`src/rtl/serial_word_comparator.sv`:
```
// serial_word_comparator: framed serial magnitude comparator.
// Two WORD_LEN-bit operands arrive DIGIT_W bits per accepted cycle, MSB- or
// LSB-first, and a one-cycle done pulse presents registered gt/lt/eq flags.
// Optional build macro SERIAL_CMP_SIGNED_EN selects two's-complement compare
// (the sign bit of the most significant digit is inverted before comparing).
module serial_word_comparator #(
    parameter int WORD_LEN = 8,
    parameter int DIGIT_W  = 1
) (
    input  logic               clk,
    input  logic               reset_n,
    input  logic               start,
    input  logic               valid_in,
    input  logic               msb_first,
    input  logic [DIGIT_W-1:0] x_digit,
    input  logic [DIGIT_W-1:0] y_digit,
    output logic               busy,
    output logic               done,
    output logic               o_gt,
    output logic               o_lt,
    output logic               o_eq
);

    localparam int NDIG = WORD_LEN / DIGIT_W;
    localparam int CW   = $clog2(NDIG + 1);
    localparam logic [CW-1:0] LAST_IDX = CW'(NDIG - 1);

    typedef enum logic {S_IDLE, S_RUN} state_t;
    typedef enum logic [1:0] {DEC_EQ, DEC_GT, DEC_LT} dec_t;

    state_t          state_q, state_d;
    logic [CW-1:0]   cnt_q, cnt_d;
    dec_t            dec_q, dec_d;
    logic            msb_q, msb_d;
    logic            busy_q, busy_d;
    logic            done_q, done_d;
    logic            gt_q, gt_d;
    logic            lt_q, lt_d;
    logic            eq_q, eq_d;

    logic               accept_start;
    logic               accept_run;
    logic               cur_msb;
    logic [CW-1:0]      cur_idx;
    logic               is_last;
    logic [DIGIT_W-1:0] xd;
    logic [DIGIT_W-1:0] yd;
    dec_t               cmp;
    dec_t               dec_base;
    dec_t               dec_new;

    // Digit datapath: which digit this is, its compare, and the updated decision.
    always_comb begin
        accept_start = start & valid_in;
        accept_run   = valid_in & ~start & (state_q == S_RUN);
        // A start always carries digit 0 and resamples the bit order.
        cur_msb  = accept_start ? msb_first : msb_q;
        cur_idx  = accept_start ? '0 : cnt_q;
        is_last  = (cur_idx == LAST_IDX);
        xd       = x_digit;
        yd       = y_digit;
`ifdef SERIAL_CMP_SIGNED_EN
        // Flipping the sign bit of the top digit maps two's complement onto
        // unsigned order, so the rest of the compare stays unsigned.
        if (cur_msb ? (cur_idx == '0) : is_last) begin
            xd[DIGIT_W-1] = ~x_digit[DIGIT_W-1];
            yd[DIGIT_W-1] = ~y_digit[DIGIT_W-1];
        end
`endif
        if (xd > yd) begin
            cmp = DEC_GT;
        end else if (xd < yd) begin
            cmp = DEC_LT;
        end else begin
            cmp = DEC_EQ;
        end
        dec_base = accept_start ? DEC_EQ : dec_q;
        if (cur_msb) begin
            // First difference from the top decides; later digits cannot change it.
            dec_new = (dec_base == DEC_EQ) ? cmp : dec_base;
        end else begin
            // Later digits are more significant, so any difference overrides.
            dec_new = (cmp != DEC_EQ) ? cmp : dec_base;
        end
    end

    // Next-state logic: word framing, digit counting and result loading.
    always_comb begin
        state_d = state_q;
        cnt_d   = cnt_q;
        dec_d   = dec_q;
        msb_d   = msb_q;
        busy_d  = busy_q;
        done_d  = 1'b0;
        gt_d    = gt_q;
        lt_d    = lt_q;
        eq_d    = eq_q;
        if (accept_start || accept_run) begin
            dec_d = dec_new;
            cnt_d = cur_idx + 1'b1;
            if (accept_start) begin
                msb_d = msb_first;
                gt_d  = 1'b0;
                lt_d  = 1'b0;
                eq_d  = 1'b0;
            end
            if (is_last) begin
                state_d = S_IDLE;
                cnt_d   = '0;
                dec_d   = DEC_EQ;
                busy_d  = 1'b0;
                done_d  = 1'b1;
                gt_d    = (dec_new == DEC_GT);
                lt_d    = (dec_new == DEC_LT);
                eq_d    = (dec_new == DEC_EQ);
            end else begin
                state_d = S_RUN;
                busy_d  = 1'b1;
            end
        end
    end

    // State and output registers with asynchronous clear.
    always_ff @(posedge clk or negedge reset_n) begin
        if (!reset_n) begin
            state_q <= S_IDLE;
            cnt_q   <= '0;
            dec_q   <= DEC_EQ;
            msb_q   <= 1'b0;
            busy_q  <= 1'b0;
            done_q  <= 1'b0;
            gt_q    <= 1'b0;
            lt_q    <= 1'b0;
            eq_q    <= 1'b0;
        end else begin
            state_q <= state_d;
            cnt_q   <= cnt_d;
            dec_q   <= dec_d;
            msb_q   <= msb_d;
            busy_q  <= busy_d;
            done_q  <= done_d;
            gt_q    <= gt_d;
            lt_q    <= lt_d;
            eq_q    <= eq_d;
        end
    end

    assign busy = busy_q;
    assign done = done_q;
    assign o_gt = gt_q;
    assign o_lt = lt_q;
    assign o_eq = eq_q;

endmodule

```
`config.mk`:
```
export PLATFORM = sky130hd
export DESIGN_NAME = serial_word_comparator
export DESIGN_NICKNAME = d
export VERILOG_FILES = /design/src/rtl/serial_word_comparator.sv
export SDC_FILE = /design/constraint.sdc
export NUM_CORES = 1
export LEC_CHECK = 0
export CAP_MARGIN = 20
export CORE_MARGIN = 2
export CORE_UTILIZATION = 55
export CTS_BUF_LIST = sky130_fd_sc_hd__clkbuf_8
export DETAILED_ROUTE_END_ITERATION = 8
export PLACE_DENSITY = 0.86
export SLEW_MARGIN = 25
export SYNTH_ARGS = -nofsm -noshare
export SYNTH_HDL_FRONTEND = slang
export SYNTH_SLANG_ARGS = --single-unit
```
`constraint.sdc`:
```
create_clock -name clk -period 3.56 [get_ports clk]
set_input_delay 1.068 -clock clk [delete_from_list [all_inputs] [get_ports clk]]
set_output_delay 1.068 -clock clk [all_outputs]
set_load 0.02 [all_outputs]
```
==> impl_summary.log, run 1 <==
[metrics] relative area change from synthesis to final layout: 20.0%
[metrics] floorplan core area: ~1300 um^2
[metrics] most numerous cell in the Yosys netlist: sky130_fd_sc_hd__dfrtp_1
[metrics] routability congestion estimate: a little under 0.9
[metrics] number of buffers added on ports: 11
[metrics] startpoint type of the worst setup path: input pin
[metrics] HPWL Detailed: approximately 1100 um
[metrics] post-detailed-routing wire length: 1400 um
[metrics] y dimension of the die: between 40 and 50 um
[metrics] power share of the sequential group: between 40 and 50%
[metrics] post-detailed-route via-to-cell ratio: 5.80
[metrics] Detailed Routing Iterations Pass 1: 4
[metrics] Layout Nets: 94
[metrics] Starting Density: roughly 58%
[metrics] met1 usage in global routing: between 20% and 30%
[metrics] result of the run: completed
[metrics] Clock transition at path regs: roughly 0.05 ns
[metrics] detailed router's first-iteration violation count: 4
[metrics] WP data arrival: between 3 and 4 ns
[metrics] unique cell type count in the Yosys netlist: 34
[metrics] syn avg cell area: about 11 um^2
[metrics] most common flop cell mapped by yosys: sky130_fd_sc_hd__dfrtp_1
[metrics] post-route cell area: between 900 and 1000 um^2
[metrics] classification of the worst-slack hold path: reg -> reg
[metrics] power dissipated by switching net loads: 130 uW
[metrics] sequence of cells on the critical path: clkdlybuf4s50_1 > nand2_4 > and2_1 > ha_1 > nand4b_4 > or2_4 > clkinv_4 > o211ai_4 > o21ai_2
[metrics] relative contribution of the clock network to total power: ~28%
[metrics] Horiz. Die Dim: 41.1 um
[metrics] post-synthesis sequential element count: 12
[metrics] net switching share of the total power: between 30 and 40%
[metrics] CTS max path bufs: 2
[metrics] P_int: around 300 uW
[metrics] cell count after synthesis: 69
[metrics] number of pins exceeding their max-slew limit in the final report: 0
[metrics] leak pwr: slightly above 0.0004 uW
[metrics] Synth Net Count: 80
[metrics] post-layout min period: just under 3 ns
[metrics] Synth area leaders: sky130_fd_sc_hd__dfrtp_1 (40%), sky130_fd_sc_hd__ha_1 (6.6%), sky130_fd_sc_hd__nand3_1 (3.3%)
[metrics] Max Clk Rate: roughly 350 MHz
[metrics] # fillers: 95
[metrics] met3 track demand over resource: between 8 and 9%
[metrics] first-pass GRT wire length: between 2000 and 2500 um
[metrics] unrepaired setup endpoints after global routing: no
[metrics] antenna diode instance count: 0
[metrics] total power after layout: around 420 uW
[metrics] ratio of total power to cell area: about 460 nW/um^2
[metrics] Setup Viol. Count Final: 0
[metrics] routing layer with the top usage in global route: met2
[metrics] insertion delay of the later-clocked pin in the worst-skew pair: 0.24 ns
[metrics] DRC violations left: 0
[metrics] area of the multi-input gates: slightly above 400 um^2
[metrics] global routing met2 resource utilization: a little over a third
[metrics] Setup Total Neg Slack: 0 ns
[metrics] highest fanout seen on the critical path: 9
[metrics] slew at the pin with the worst max-slew slack: between 0.4 and 0.5 ns
[metrics] number of endpoints with negative hold slack in the final report: 0
[metrics] maximum number of pins on one net before global-route repair: 13
[metrics] cts-stage hold buffer count: 0
[metrics] skew final: approximately 0.0071 ns
[metrics] global route total overflow: 0
[metrics] maximum level of the CTS H-tree: 1
[metrics] fraction of the cycle the final worst path needs: 81.4%
[metrics] share of Yosys cell area claimed by the top area cell type: about two fifths
[metrics] post-synth design cell area: roughly 760 um^2
[metrics] share of cells above drive strength 1: 21.0%
[metrics] sequential cell area fraction in the yosys report: 39.7%
[metrics] CTS buffer count: 3
[metrics] global-route usage over all layers: between 20% and 30%
[metrics] worst supply voltage drop on vdd: a little under 400 uV
[metrics] tightest slew margin relative to the limit: 66.3%
[metrics] per-cell routed wire length: ~15 um
[metrics] most area-hungry cell type in the Yosys netlist: sky130_fd_sc_hd__dfrtp_1
[metrics] Clock Sinks: 12
[metrics] combined flip-flop and latch cell area: 300 um^2
[metrics] utilization after layout: 69.8%
[metrics] Max stage delay cell, worst path: sky130_fd_sc_hd__clkdlybuf4s50_1
[metrics] TritonCTS clock tree: built
[metrics] number of antenna violations at the first check in global routing: 0
[metrics] Async S/R FF share, synth: 100%
[metrics] number of violations of the max-capacitance limit: 0
[metrics] DIE AREA: 1690 um^2
[metrics] Rows: 13
[metrics] ranking of synthesized cells by instance count: sky130_fd_sc_hd__dfrtp_1 (12), sky130_fd_sc_hd__inv_1 (5), sky130_fd_sc_hd__nand3_1 (5)
[metrics] Data required, critical path: roughly 3.7 ns
[metrics] Worst Setup End Kind: register
[metrics] Crit Path Class: in -> reg
[metrics] biggest cell delay along the critical path: roughly 0.61 ns
[metrics] post_cts resized: 0
[metrics] vias in the first global route: 512
[metrics] Final ANT Viol Nets: 0
[metrics] buffers inserted by post-CTS timing repair: 0
[metrics] combinational power share: 27.0%
[metrics] number of ports placed on the die boundary: 12
[metrics] cell area after placement: 867 um^2
[metrics] number of vias in the routed layout: 557
[metrics] number of enable flip-flop cells after synthesis: 0
[metrics] Synth warnings: 0
[metrics] clock root cell: sky130_fd_sc_hd__clkbuf_8
[worst max-delay path, delay by kind of cell]
family | cells | cell delay, ns
and+or+nand+nor | 4 | 0.80
adders and majority gates | 1 | 0.30
AOI/OAI and AO/OA | 2 | 0.21
buffers and inverters | 2 | 0.67
[power by group through the flow]
stage | Clock, uW | Sequential [uW] | Combinational [uW]
after floorplan | 0 | 186 | 85.4
after global placement | 0 | 189 | 112
after detailed placement | 0 | 191 | 115
after CTS | 124 | 189 | 114
after global routing | 129 | 194 | 126
final | 119 | 189 | 114
[path summary, 6_finish.rpt]
path                                           start           endpoint  slack, ns  cells past startpoint
worst max-delay path                        valid_in   o_lt$_DFFE_PN0P_       0.66                      9
worst min-delay path                o_eq$_DFFE_PN0P_   o_eq$_DFFE_PN0P_       0.51                      2
worst max register to register  cnt_q[0]$_DFFE_PN0P_   o_lt$_DFFE_PN0P_       2.02                      7
worst min register to register      o_eq$_DFFE_PN0P_   o_eq$_DFFE_PN0P_       0.51                      2
max in group asynchronous                    reset_n  msb_q$_DFFE_PN0P_       2.04                      1
min in group asynchronous                    reset_n   o_eq$_DFFE_PN0P_       1.17                      1
[final cells by class]
class | count | area share [%]
Multi-Input combinational cell | 49 | 45.2
Sequential cell | 12 | 33.1
Timing Repair Buffer | 11 | 12.1
Clock buffer | 3 | 4.55
Inverter | 6 | 3.03
Tap cell | 15 | 2.07
[metal layers]
| layer | up-vias | part of all wire (%) |
|---|---|---|
| met5 | - | 0 |
| met4 | 0 | 1.2 |
| met3 | 3 | 4.9 |
| met2 | 16 | 54 |
| met1 | 260 | 40 |
| li1 | 278 | - |
[cells in the final DEF, fill, tap and decap left out, drive strengths merged]
cell type      count
dfrtp             12
clkdlybuf4s50     11
nand3              6
inv                5
a21oi              5
ha                 4
nand2              4
o21ai              4
clkbuf             3
o211ai             3
nand4b             3
and2               2
o21a               2
o31ai              2
o2bb2ai            2
mux2               2
nand2b             1
or2                1
clkinv             1
mux2i              1
nand3b             1
nand4              1
nor3               1
nor2               1
a22o               1
a21o               1
and3               1
[registers in the layout, indices dropped and copies added, names as in the netlist]
| signal | flops |
|---|---|
| msb_q | 1 |
| o_lt | 1 |
| o_eq | 1 |
| dec_q | 2 |
| done | 1 |
| cnt_q | 4 |
| o_gt | 1 |
| busy | 1 |
[metrics by stage]
stage / cells / setup slack, ns / hold slack (ns)
2_1_floorplan: 69 / 1.16 / 0.471
3_3_place_gp: 93 / 0.511 / 0.495
3_5_place_dp: 93 / 0.411 / 0.508
4_1_cts: 96 / 0.667 / 0.520
5_1_grt: 96 / 0.494 / 0.548
6_report: 96 / 0.664 / 0.505
[cells by family after synthesis]
kind of cell | count (synthesis) | share of synthesized area [%]
AO/OA/AOI/OAI | 20 | 22.0
buffers and inverters | 8 | 6.12
adder cells (fa/ha/maj) | 4 | 6.61
multiplexers | 3 | 4.30
AND/OR/NAND/NOR | 22 | 21.3
flip-flops | 12 | 39.7
Power figures use the tool's default switching activity.
==> run 2, diff against run 1 <==
Settings changed: CORE_UTILIZATION 55 to 49, PLACE_DENSITY 0.86 to 0.81.
Clock period 3.56 ns to 2.4 ns, I/O delays scaled along.
==> run 2 against run 1 <==
Against the previous run:
- hold slack worse by 0.0059 ns
- critical path depth is 2 lower
- clock skew is 0.0039 ns lower
- clock-buffer cell count stayed put
- sequential share of layout area is 2.3 points lower
- register-to-register slack worse by 1.1 ns
- sequential power is 48% higher
- critical endpoint is now o_gt$_DFFE_PN0P_
- global-route usage is 2.3 points lower
- flip-flop and latch count stayed put
- cell area is 7.6% higher
- utilization is 3.4 points lower
==> impl_summary.log, run 2 (synthesized netlist as in run 1, its figures left out) <==
[metrics] result of the run: completed
[metrics] global-route usage over all layers: 18.8%
[metrics] maximum level of the CTS H-tree: 1
[metrics] Buf+Inv Stages, Crit Path: 1
[metrics] number of endpoints with negative hold slack in the final report: 0
[metrics] antenna diode instance count: 0
[metrics] y dimension of the die: between 40 and 50 um
[metrics] Layout Nets: between 100 and 150
[metrics] Crit Path Class: in -> reg
[metrics] buffers inserted by post-CTS timing repair: 0
[metrics] post-route cell area: between 900 and 1000 um^2
[metrics] worst reg2reg path endpoint: o_gt$_DFFE_PN0P_
[metrics] highest fanout seen on the critical path: 5
[metrics] relative area change from synthesis to final layout: 29.1%
[metrics] maximum number of pins on one net before global-route repair: 13
[metrics] DRC violations left: 0
[metrics] DIE AREA: between 1500 and 2000 um^2
[metrics] number of pins exceeding their max-slew limit in the final report: 0
[metrics] skew final: between 0.003 and 0.004 ns
[metrics] TritonCTS clock tree: built
[metrics] amount of wire on met2 after detailed routing: around 740 um
[metrics] share of cells above drive strength 1: approximately 29%
[metrics] top flop regs: cnt_q x4, dec_q x2
[metrics] M1 WL: a little under 600 um
[metrics] Routed met3 length: roughly 58 um
[metrics] CTS max path bufs: 2
[metrics] leak pwr: approximately 0.00046 uW
[metrics] number of ports placed on the die boundary: 12
[metrics] Setup Viol. Count Final: 0
[metrics] hold path depth: 2
[metrics] biggest cell delay along the critical path: 0.46 ns
[metrics] # fillers: approximately 120
[metrics] number of antenna violations at the first check in global routing: 0
[metrics] tightest slew margin relative to the limit: between 60% and 70%
[metrics] launch instance of the worst register-to-register path: cnt_q[0]$_DFFE_PN0P_
[metrics] Data required, critical path: 2.55 ns
[metrics] detailed router's first-iteration violation count: 5
[metrics] launching element of the worst setup path: start
[metrics] CTS buffer count: 3
[metrics] cts-stage hold buffer count: 0
[metrics] top routing layer in use: met4
[metrics] fraction of the cycle the final worst path needs: approximately nine tenths
[metrics] worst supply voltage drop on vdd: 522 uV
[metrics] Max Clk Rate: between 400 and 500 MHz
[metrics] cell area after placement: 936 um^2
[metrics] Clock transition at path regs: roughly 0.050 ns
[metrics] Final ANT Viol Nets: 0
[metrics] number of violations of the max-capacitance limit: 0
[metrics] setup slack of the critical path after layout: 0.205 ns
[metrics] worst-case setup slack after placement: -0.0349 ns
[metrics] cell count of the worst reg-to-reg path: 5
[metrics] routability congestion estimate: roughly 0.87
[metrics] floorplan core area: 1470 um^2
[metrics] Rows: 14
[metrics] unrepaired setup endpoints after global routing: no
[metrics] combined flip-flop and latch cell area: between 300 and 400 um^2
[metrics] post_cts resized: 0
[metrics] commonest cells after routing, fill and taps aside: sky130_fd_sc_hd__dfrtp_1 (12), sky130_fd_sc_hd__clkdlybuf4s50_1 (11), sky130_fd_sc_hd__buf_4 (9)
[metrics] classification of the worst-slack hold path: reg -> reg
[metrics] leading cell type in the layout, fill and taps excluded: sky130_fd_sc_hd__dfrtp_1
[metrics] HPWL Detailed: around 1200 um
[metrics] number of buffers added on ports: 11
[metrics] sequence of cells on the critical path: clkdlybuf4s50_1 > nand2_4 > and2_1 > ha_1 > nand4b_4 > or2_4 > o31ai_2
[metrics] number of vias in the routed layout: 586
[metrics] insertion delay of the later-clocked pin in the worst-skew pair: 0.24 ns
[metrics] clock root cell: sky130_fd_sc_hd__clkbuf_8
[metrics] flip-flop count of the largest register, all copies and words added: 4
[metrics] per-cell routed wire length: between 10 and 15 um
[metrics] area of the multi-input gates: 410 um^2
[metrics] Reg with most FFs: cnt_q
[metrics] Worst Setup End Kind: register
[metrics] post-detailed-routing wire length: 1430 um
[metrics] Clock Sinks: 12
[metrics] post-detailed-route via-to-cell ratio: about 5.5
[metrics] utilization after layout: 66.4%
[metrics] post-layout min period: roughly 2.2 ns
[metrics] Detailed Routing Iterations Pass 1: 2
[metrics] Starting Density: between 50% and 60%
[metrics] slew at the pin with the worst max-slew slack: approximately 0.54 ns
[metrics] worst reg-to-reg setup slack: 0.90 ns
[metrics] ratio of total power to cell area: between 600 and 700 nW/um^2
[metrics] capture endpoint of the worst hold path: o_lt$_DFFE_PN0P_
[metrics] vias in the first global route: 566
[metrics] first-pass GRT wire length: 2420 um
[metrics] Max stage delay cell, worst path: sky130_fd_sc_hd__clkdlybuf4s50_1
[metrics] WP data arrival: around 2.4 ns
[metrics] start point of the worst min-delay path: o_lt$_DFFE_PN0P_
[metrics] Horiz. Die Dim: approximately 43 um
[metrics] startpoint type of the worst setup path: input pin
[metrics] kind of cell with the highest combined delay on the critical path: simple AND/OR/NAND/NOR gates
[metrics] global route total overflow: 0
## run 2: area by class of cell
cell class | count | area share (%)
flip-flops and latches | 12 | 30.7
multi-input cells | 49 | 42.0
clock buffers | 3 | 4.23
inverters | 6 | 2.82
repair buffers | 20 | 18.2
well taps | 16 | 2.05
## run 2: how the worst max path moves through the flow
| stage | to | depth (start not counted) |
|---|---|---|
| after floorplan | o_gt$_DFFE_PN0P_ | 7 |
| after global placement | o_gt$_DFFE_PN0P_ | 7 |
| after detailed placement | o_gt$_DFFE_PN0P_ | 7 |
| after CTS | o_gt$_DFFE_PN0P_ | 7 |
| after global routing | dec_q[1]$_DFFE_PN0P_ | 8 |
| final | o_gt$_DFFE_PN0P_ | 7 |
## run 2: metal layers
layer | global-route usage (%) | up-vias
li1 | - | 294
met1 | 18.3 | 277
met2 | 32.8 | 10
met3 | 6.38 | 5
met4 | 12.7 | 0
met5 | 0 | -
## run 2: per-stage QoR
stage | power [uW] | setup TNS [ns] | hold slack (ns) | instances
floorplan | 403 | 0 | 0.424 | 69
CTS | 658 | 0 | 0.507 | 106
global placement | 466 | -0.00595 | 0.489 | 103
detailed placement | 475 | -0.0802 | 0.496 | 103
global route | 690 | 0 | 0.530 | 106
finish | 646 | 0 | 0.499 | 106
## run 2: power by group
part,internal [uW],switching (uW)
logic,100,89.4
clock network,110,67.1
registers,241,38.5
total,451,195
## run 2: worst min-delay path, delay by kind of cell (launching register included)
| family | cells | cell delay [ns] |
|---|---|---|
| AOI/OAI and AO/OA | 1 | 0.05 |
| DFF | 1 | 0.33 |
| and+or+nand+nor | 1 | 0.08 |
==> edit: new RTL, config.mk and constraints of run 1 <==
Set the parameter `WORD_LEN` to 4 (it was 8).
--- a/src/rtl/serial_word_comparator.sv
+++ b/src/rtl/serial_word_comparator.sv
@@ -4,7 +4,7 @@
 // Optional build macro SERIAL_CMP_SIGNED_EN selects two's-complement compare
 // (the sign bit of the most significant digit is inverted before comparing).
 module serial_word_comparator #(
-    parameter int WORD_LEN = 8,
+    parameter int WORD_LEN = 4,
     parameter int DIGIT_W  = 1
 ) (
     input  logic               clk,
Check against the original RTL: not equivalent (a bounded check fails within 10 cycles, from zero or initial values and one cycle with reset_n low).
==> edit against run 1 <==
- area after synthesis is 11% lower
- hold slack worse by 0.022 ns
- worst setup slack better by 0.28 ns
- sequential cell count is 1 lower
- core utilization is 5.0 points higher
- total power is 25% higher
- routed wire length is 3.3% lower
- design area is 7.3% lower
==> edit: results (changes against run 1) <==
Status -> complete, no violations (unchanged)
Final Slew Violations -> 0 (unchanged)
Final Skew -> 0.00256 ns (was 0.00706 ns)
Pre-CTS WS -> 0.701 ns (was 0.411 ns)
Inserted Diodes -> 0 (unchanged)
Initial DRC count -> 19 (was 4)
Clock Pin Slew Worst Setup and Hold Paths -> 0.05 ns (about the same)
FFs w/ async S/R, synth -> 1.00 (unchanged)
CP arrival -> 2.76 ns (was 3.06 ns)
RePlAce Congestion -> 0.832 (was 0.868)
Vias -> 556 (was 557)
Critical path's largest stage delay -> 0.49 ns (was 0.61 ns)
Synth warn -> 0 (unchanged)
Crit path kind -> input port to flip-flop (unchanged)
Clk Latency, worst-skew pair -> 0.24 ns (about the same)
Critical path's top delay family -> simple AND/OR/NAND/NOR gates (unchanged)
CTS resizes -> 0 (unchanged)
Layout fillers -> 92 (was 95)
Most area-consuming cells after synthesis -> dfrtp_1 (41%), ha_1 (7.4%), nand3_1 (3.7%) (was dfrtp_1 (40%), ha_1 (6.6%), nand3_1 (3.3%))
Setup violations, final -> 0 (unchanged)
Detailed Place HPWL -> 1040 um (was 1130 um)
Largest regs -> cnt_q: 3 flops, dec_q: 2 flops (was cnt_q: 4 flops, dec_q: 2 flops)
Most frequent cells after synthesis -> dfrtp_1 (11), nand2_1 (5), nand3_1 (5), ha_1 (4) (was dfrtp_1 (12), inv_1 (5), nand3_1 (5), a21oi_1 (4), ha_1 (4))
Initial antenna violation count -> 0 (unchanged)
Inserted Clock Buffers -> 3 (unchanged)
First-pass GRT wire length -> 2250 um (was 2200 um)
H-tree depth -> 1 (unchanged)
Class of the worst hold path -> flip-flop to flip-flop (unchanged)
Final nets -> 91 (was 94)
Largest net degree at the start of global routing -> 12 (was 13)
Final setup margin -> 0.948 ns (was 0.664 ns)
Critical Path Fanout Max -> 6 (was 9)
Number of distinct library cells after synthesis -> 30 (was 34)
Setup Fix Bufs, Post-CTS -> 0 (unchanged)
Share of post-route cells with drive strength above 1 -> 0.177 (was 0.210)
Post-synthesis sequential area ratio -> 0.407 (was 0.397)
Number of global-route vias before repair -> 548 (was 512)
Leakage -> 0.386 nW (was 0.414 nW)
Post-Syn Nets -> 75 (was 80)
Clk root buf -> clkbuf_8 (unchanged)
Total GRT Usage -> 0.229 (was 0.211)
Drt pass-1 iters -> 4 (unchanged)
Port bufs -> 11 (unchanged)
Post-Route WL -> 1360 um (was 1400 um)
CTS Buffer Depth -> 2 (unchanged)
Slew margin rel. -> 0.677 (was 0.663)
R2R setup slack -> 2.00 ns (was 2.02 ns)
Crit-path slowest cell -> clkdlybuf4s50_1 (unchanged)
Worst vdd ir -> 0.342 mV (was 0.389 mV)
[edit: cell count changes in the layout (fill, tap and decap cells not counted), moves of 2 or more]
cell and delta:
a21o_1 +2, nand2_1 +2, a21boi_0 +2, a21oi_1 -3, o2bb2ai_1 -2, buf_4 +2, o21ai_1 +2, and3b_1 +2
[edit: cell families after synthesis]
family	share of synthesized area
AOI/OAI and AO/OA	0.259
DFF	0.407
muxes	0.0333
and+or+nand+nor	0.177
adders and majority gates	0.0739
buffers and inverters	0.0499
[edit: worst register-to-register path, cell delays in order, from the launching register on]
cell and delay [ns]:
dfrtp_1 0.40, and2_1 0.15, ha_1 0.24, and3b_1 0.19, o21ai_0 0.31, nand2_1 0.11, o31ai_2 0.07
[edit: path summary, 6_finish.rpt]
kind | cells past startpoint | start | endpoint
max | 8 | valid_in | o_gt$_DFFE_PN0P_
min | 2 | o_gt$_DFFE_PN0P_ | o_gt$_DFFE_PN0P_
max reg2reg | 6 | cnt_q[0]$_DFFE_PN0P_ | o_gt$_DFFE_PN0P_
min reg2reg | 2 | o_gt$_DFFE_PN0P_ | o_gt$_DFFE_PN0P_
max in group asynchronous | 1 | reset_n | busy$_DFFE_PN0P_
min in group asynchronous | 1 | reset_n | done$_DFF_PN0_
[edit: power breakdown]
| group | internal (mW) | total, mW | switching [mW] | leakage [nW] |
|---|---|---|---|---|
| registers | 0.164 | 0.201 | 0.0378 | 0.139 |
| logic | 0.103 | 0.202 | 0.0988 | 0.220 |
| clock network | 0.0757 | 0.122 | 0.0466 | 0.0269 |
| total | 0.343 | 0.526 | 0.183 | 0.386 |
[edit: per-layer routing]
metal  track usage  vias up  share of wire
met5             0        -              0
met4         0.112        0          0.015
met3         0.104        2          0.069
met2         0.400       21           0.52
met1         0.224      260           0.39
li1              -      273              -
[edit: area by class of cell]
class | instances | share of cell area
well taps | 14 | 0.0208
multi-input cells | 48 | 0.437
repair buffers | 13 | 0.149
flip-flops and latches | 11 | 0.327
clock inverters | 1 | 0.00446
clock buffers | 3 | 0.0490
inverters | 3 | 0.0134
[edit: per-stage QoR]
stage	utilization	hold slack, ns	instance area (um2)	std cells	power [mW]
detailed placement	0.708	0.474	797	89	0.404
global route	0.748	0.520	842	93	0.562
global placement	0.708	0.470	797	89	0.395
CTS	0.748	0.485	842	93	0.530
floorplan	-	0.470	677	64	0.331
finish	0.748	0.483	842	93	0.526
